`src/rtl/prefetch_bus_fetcher.sv`:
```
// Bus-side fill engine for the CPU prefetch queue: fetches 16-bit words at the
// current fetch address and pushes one or two bytes per word into the queue.
module prefetch_bus_fetcher #(
  parameter logic [15:0] RESET_ADDR = 16'h0000
) (
  input  logic        clk,
  input  logic        reset_n,
  input  logic        fetch_en,
  input  logic        cpu_mem_req,
  input  logic        queue_full,
  input  logic        flush,
  input  logic [15:0] flush_addr,
  output logic        bus_req,
  output logic [15:0] bus_addr,
  input  logic        bus_ack,
  input  logic [15:0] bus_rdata,
  output logic        push,
  output logic [15:0] push_data,
  output logic        push_odd,
  output logic [15:0] fetch_addr,
  output logic        busy
);

  typedef enum logic [1:0] {
    IDLE,
    REQ,
    PUSH,
    DISCARD
  } state_t;

  state_t      state;
  state_t      state_next;
  logic        push_r;
  logic        start_fetch;
  logic [15:0] addr_advanced;

  // queue_full and cpu_mem_req only matter here, while deciding to start
  assign start_fetch   = fetch_en & ~cpu_mem_req & ~queue_full & ~flush;
  assign addr_advanced = fetch_addr + (push_odd ? 16'd1 : 16'd2);

  always_ff @(posedge clk or negedge reset_n) begin
    if (!reset_n) begin
      state <= IDLE;
    end else begin
      state <= state_next;
    end
  end

  always_comb begin
    state_next = state;
    case (state)
      IDLE: begin
        if (start_fetch) begin
          state_next = REQ;
        end
      end
      REQ: begin
        if (flush) begin
          state_next = bus_ack ? IDLE : DISCARD;
        end else if (bus_ack) begin
          state_next = PUSH;
        end
      end
      PUSH: begin
        state_next = IDLE;
      end
      DISCARD: begin
        if (bus_ack) begin
          state_next = IDLE;
        end
      end
      default: begin
        state_next = IDLE;
      end
    endcase
  end

  // The bus cannot abort, so a flushed request keeps bus_req up in DISCARD
  always_ff @(posedge clk or negedge reset_n) begin
    if (!reset_n) begin
      bus_req  <= 1'b0;
      bus_addr <= 16'h0000;
    end else begin
      bus_req <= (state_next == REQ) || (state_next == DISCARD);
      if ((state == IDLE) && (state_next == REQ)) begin
        bus_addr <= {fetch_addr[15:1], 1'b0};
      end
    end
  end

  always_ff @(posedge clk or negedge reset_n) begin
    if (!reset_n) begin
      push_r    <= 1'b0;
      push_data <= 16'h0000;
      push_odd  <= 1'b0;
    end else begin
      push_r <= (state_next == PUSH);
      if (state_next == PUSH) begin
        push_data <= fetch_addr[0] ? {8'h00, bus_rdata[15:8]} : bus_rdata;
        push_odd  <= fetch_addr[0];
      end
    end
  end

  // A flush overrides the post-push advance
  always_ff @(posedge clk or negedge reset_n) begin
    if (!reset_n) begin
      fetch_addr <= RESET_ADDR;
    end else if (flush) begin
      fetch_addr <= flush_addr;
    end else if (state == PUSH) begin
      fetch_addr <= addr_advanced;
    end
  end

  assign push = push_r & ~flush;
  assign busy = (state != IDLE);

endmodule

```
`config.mk`:
```
export PLATFORM = sky130hd
export DESIGN_NAME = prefetch_bus_fetcher
export DESIGN_NICKNAME = d
export VERILOG_FILES = /design/src/rtl/prefetch_bus_fetcher.sv
export SDC_FILE = /design/constraint.sdc
export NUM_CORES = 1
export LEC_CHECK = 0
export BUFFER_PORTS_ARGS = -buffer_cell sky130_fd_sc_hd__clkbuf_2
export CORE_ASPECT_RATIO = 0.9
export CORE_MARGIN = 2
export CORE_UTILIZATION = 52
export DETAILED_ROUTE_END_ITERATION = 16
export GPL_ROUTABILITY_DRIVEN = 0
export PLACE_DENSITY_LB_ADDON = 0.2
export SLEW_MARGIN = 0
export SYNTH_ARGS = -nofsm -noshare
export SYNTH_HDL_FRONTEND = slang
export SYNTH_SLANG_ARGS = --single-unit
```
`constraint.sdc`:
```
create_clock -name clk -period 4.3 [get_ports clk]
set_input_delay 0.86 -clock clk [delete_from_list [all_inputs] [get_ports clk]]
set_output_delay 0.86 -clock clk [all_outputs]
set_load 0.1 [all_outputs]
```
==> summary.txt <==
Run status
  – Status: complete, no violations

Yosys
  – Compound-Gate Fraction of Synth Area: 9.57%
  – Seq/Total Area, Yosys: about 54%
  – Yosys warning count: 0
  – Area contributors post-synth: dfrtp_1 (54%), mux2_2 (7.0%), o21ai_0 (6.0%)
  – Syn_nets: 270
  – Mux share of post-synthesis cell area: 11.1%
  – Cells after synthesis: 228
  – Dominant cell type by area after synthesis: dfrtp_1
  – Post-synth top area share: 53.8%
  – Syn Area/Cell: 10.6 um2
  – Post-Synth XOR/XNOR Area: 3.62%
  – Synth Register Bits: 52
  – Mapped Area: 2420 um2
  – Largest family of logic cells by synthesized area: simple AND/OR/NAND/NOR gates
  – Synth unique cells: 37
  – Simple-Gate Fraction of Synth Area: 17.2%
  – Post-Synth Adder-Cell Area: roughly 1.9%

Job
  – Max capacitance violation total: 0

Floorplanning
  – Overall die width: roughly 76 um
  – Die Height: 68.7 um
  – Die area: 5210 um2
  – Ports: 91
  – Starting Density: 54.2%
  – CORE AREA: 4460 um2
  – Row cnt: 23

Place
  – Dpl cell area: roughly 2900 um2
  – Port Buffers: 89
  – Final HPWL DP: 3580 um
  – Pre-CTS WS: 1.24 ns

Layout
  – Ratio of cells with drive above 1 in the final layout: 36.7%
  – Most frequent cells in the layout: clkbuf_2 (89), dfrtp_1 (52), nand2_1 (32)
  – Number of inserted diodes: 0
  – Leading cell type in the layout, fill and taps excluded: clkbuf_2
  – Final net count: approximately 360
  – Area growth, synth to finish: 24.9%
  – # fillers: 370
  – Final instance area: 3020 um2

Global route
  – Antenna violations before repair: 0
  – First-pass GRT wire length: between 7000 and 8000 um
  – Gr usage total: 19.8%
  – Largest net degree at the start of global routing: 53
  – Gr ovfl total: 0
  – Number of global-route vias before repair: 1754

STA
  – Skew final: 0.00452 ns
  – F_max: ~360 MHz
  – Relative slew margins: 38.1%
  – Final worst-path cycle share: 64.3%
  – Final Hold Fails: 0
  – Final worst setup slack: 1.54 ns
  – Slew @ Worst Pin: between 0.9 and 1 ns
  – Finish-stage setup viols: 0
  – Setup TNS: 0 ns
  – Fin crit period: 2.76 ns
  – RSZ-0062 raised after global routing: false
  – Final slew viol count: 0

Routing
  – Routed via count: 1949
  – DRT Pass-1 Iters: 4
  – DRT Wirelength: between 4000 and 5000 um
  – Iter 0 DRT Violations: 139
  – Vias per cell: between 5 and 6
  – Detail Route Antenna Nets: 0
  – Post-DR wirelength/cell: 13.2 um
  – Post-route DRC: 0

Critical path
  – Crit-path max FO: 33
  – Worst setup SP type: primary input
  – R2r setup slk: 1.75 ns
  – WP data required: between 3 and 4 ns
  – Worst Setup End Kind: output pin
  – Worst EP arrival: 1.90 ns
  – Setup CP Type: in2out

Power
  – Maximum vdd drop: around 480 uV
  – PwrDens: 690 nW/um2
  – Design Power: between 2 and 2.5 mW
  – Leakage: approximately 1.5 nW

CTS
  – H-tree levels: 2
  – CTS buffer count: 5
  – Post-CTS setup buffer count: 0
  – Worst skew pair latency: 0.31 ns
  – Clk root buf: clkbuf_8
  – # clock sinks: 52
  – CTS tree: built
  – Maximum buffer depth of the clock tree: 2
  – Hold Buf Count CTS: 0
  – PostCTS Resize Cnt: 0
  – Clock-pin slew on the worst setup and hold paths: 0.10 ns

Min path
  – Tightest Hold Check Type: reg2reg
-- metrics by stage --
stage	hold WS (ns)	utilization, %	cells
5_1_grt	0.510	67.7	378
4_1_cts	0.493	67.7	378
6_report	0.487	67.7	378
2_1_floorplan	0.564	-	228
3_3_place_gp	0.461	65.2	370
3_5_place_dp	0.470	65.2	370
-- report_power, final --
part           switching [mW]  leakage (nW)  total [mW]  internal [mW]
sequential             0.0776         0.647       0.670          0.592
combinational           0.913         0.788        1.08          0.164
clock                   0.167        0.0541       0.339          0.172
total                    1.16          1.49        2.09          0.929
-- worst paths after layout --
check                           cells past startpoint                          to                      start
worst min-delay path                                2   push_data[10]$_DFFE_PN0P_  push_data[10]$_DFFE_PN0P_
worst max-delay path                                3                        push                      flush
worst max register to register                      6  fetch_addr[14]$_DFFE_PN0P_  fetch_addr[0]$_DFFE_PN0P_
min in group asynchronous                           2   fetch_addr[5]$_DFFE_PN0P_                    reset_n
worst min register to register                      2   push_data[10]$_DFFE_PN0P_  push_data[10]$_DFFE_PN0P_
max in group asynchronous                           2    push_data[7]$_DFFE_PN0P_                    reset_n
-- sequential cells by signal, indices dropped and copies added, names as in the netlist --
name        count
push_odd        1
push_data      16
bus_req         1
bus_addr       15
state           2
push_r          1
fetch_addr     16
-- layout make-up --
class | instances | area, um2 | share of cell area [%]
clock buffers | 5 | 68.8 | 2.28
clock inverters | 3 | 42.5 | 1.41
inverters | 5 | 18.8 | 0.621
multi-input cells | 160 | 1050 | 34.8
flip-flops and latches | 52 | 1300 | 43.1
well taps | 62 | 77.6 | 2.57
repair buffers | 91 | 460 | 15.2
-- synth_stat cells --
master / instances
nand4_4: 1
nand2_1: 32
buf_4: 1
nand3b_1: 1
fa_1: 1
a21o_1: 1
o21ai_0: 29
xnor2_1: 6
o311ai_0: 1
buf_2: 1
a22oi_1: 3
inv_1: 5
o21ai_1: 3
nand4_1: 2
nor4_1: 1
mux2_2: 15
nor3_1: 2
conb_1: 1
or4b_1: 1
dfrtp_1: 52
nand3_1: 8
nor2_1: 7
a21oi_1: 1
a31oi_1: 2
nand2b_1: 10
xor2_1: 4
clkbuf_1: 9
mux2i_1: 10
or2_0: 1
or4_1: 3
or3_1: 2
or2_2: 1
o31ai_1: 2
nor4b_1: 2
ha_1: 2
nor2b_1: 4
and4_1: 1
-- layer usage --
layer | wire length, um | GRT usage, %
met1 | 2280 | 25.1
met2 | 2310 | 32.7
met3 | 352 | 6.25
met4 | 50 | 5.48
met5 | 0 | 0
-- cells by family after synthesis --
logic type,after synthesis
and+or+nand+nor,79
DFF,52
AOI/OAI and AO/OA,42
muxes,25
buffers and inverters,16
xor gates and xnor gates,10
adders and majority gates,3
other,1
-- critical path, stage by stage --
cell	delay (ns)
clkbuf_2	0.33
nor2b_1	0.23
clkbuf_2	0.48
Note: power is estimated with default switching activity, not from simulation.
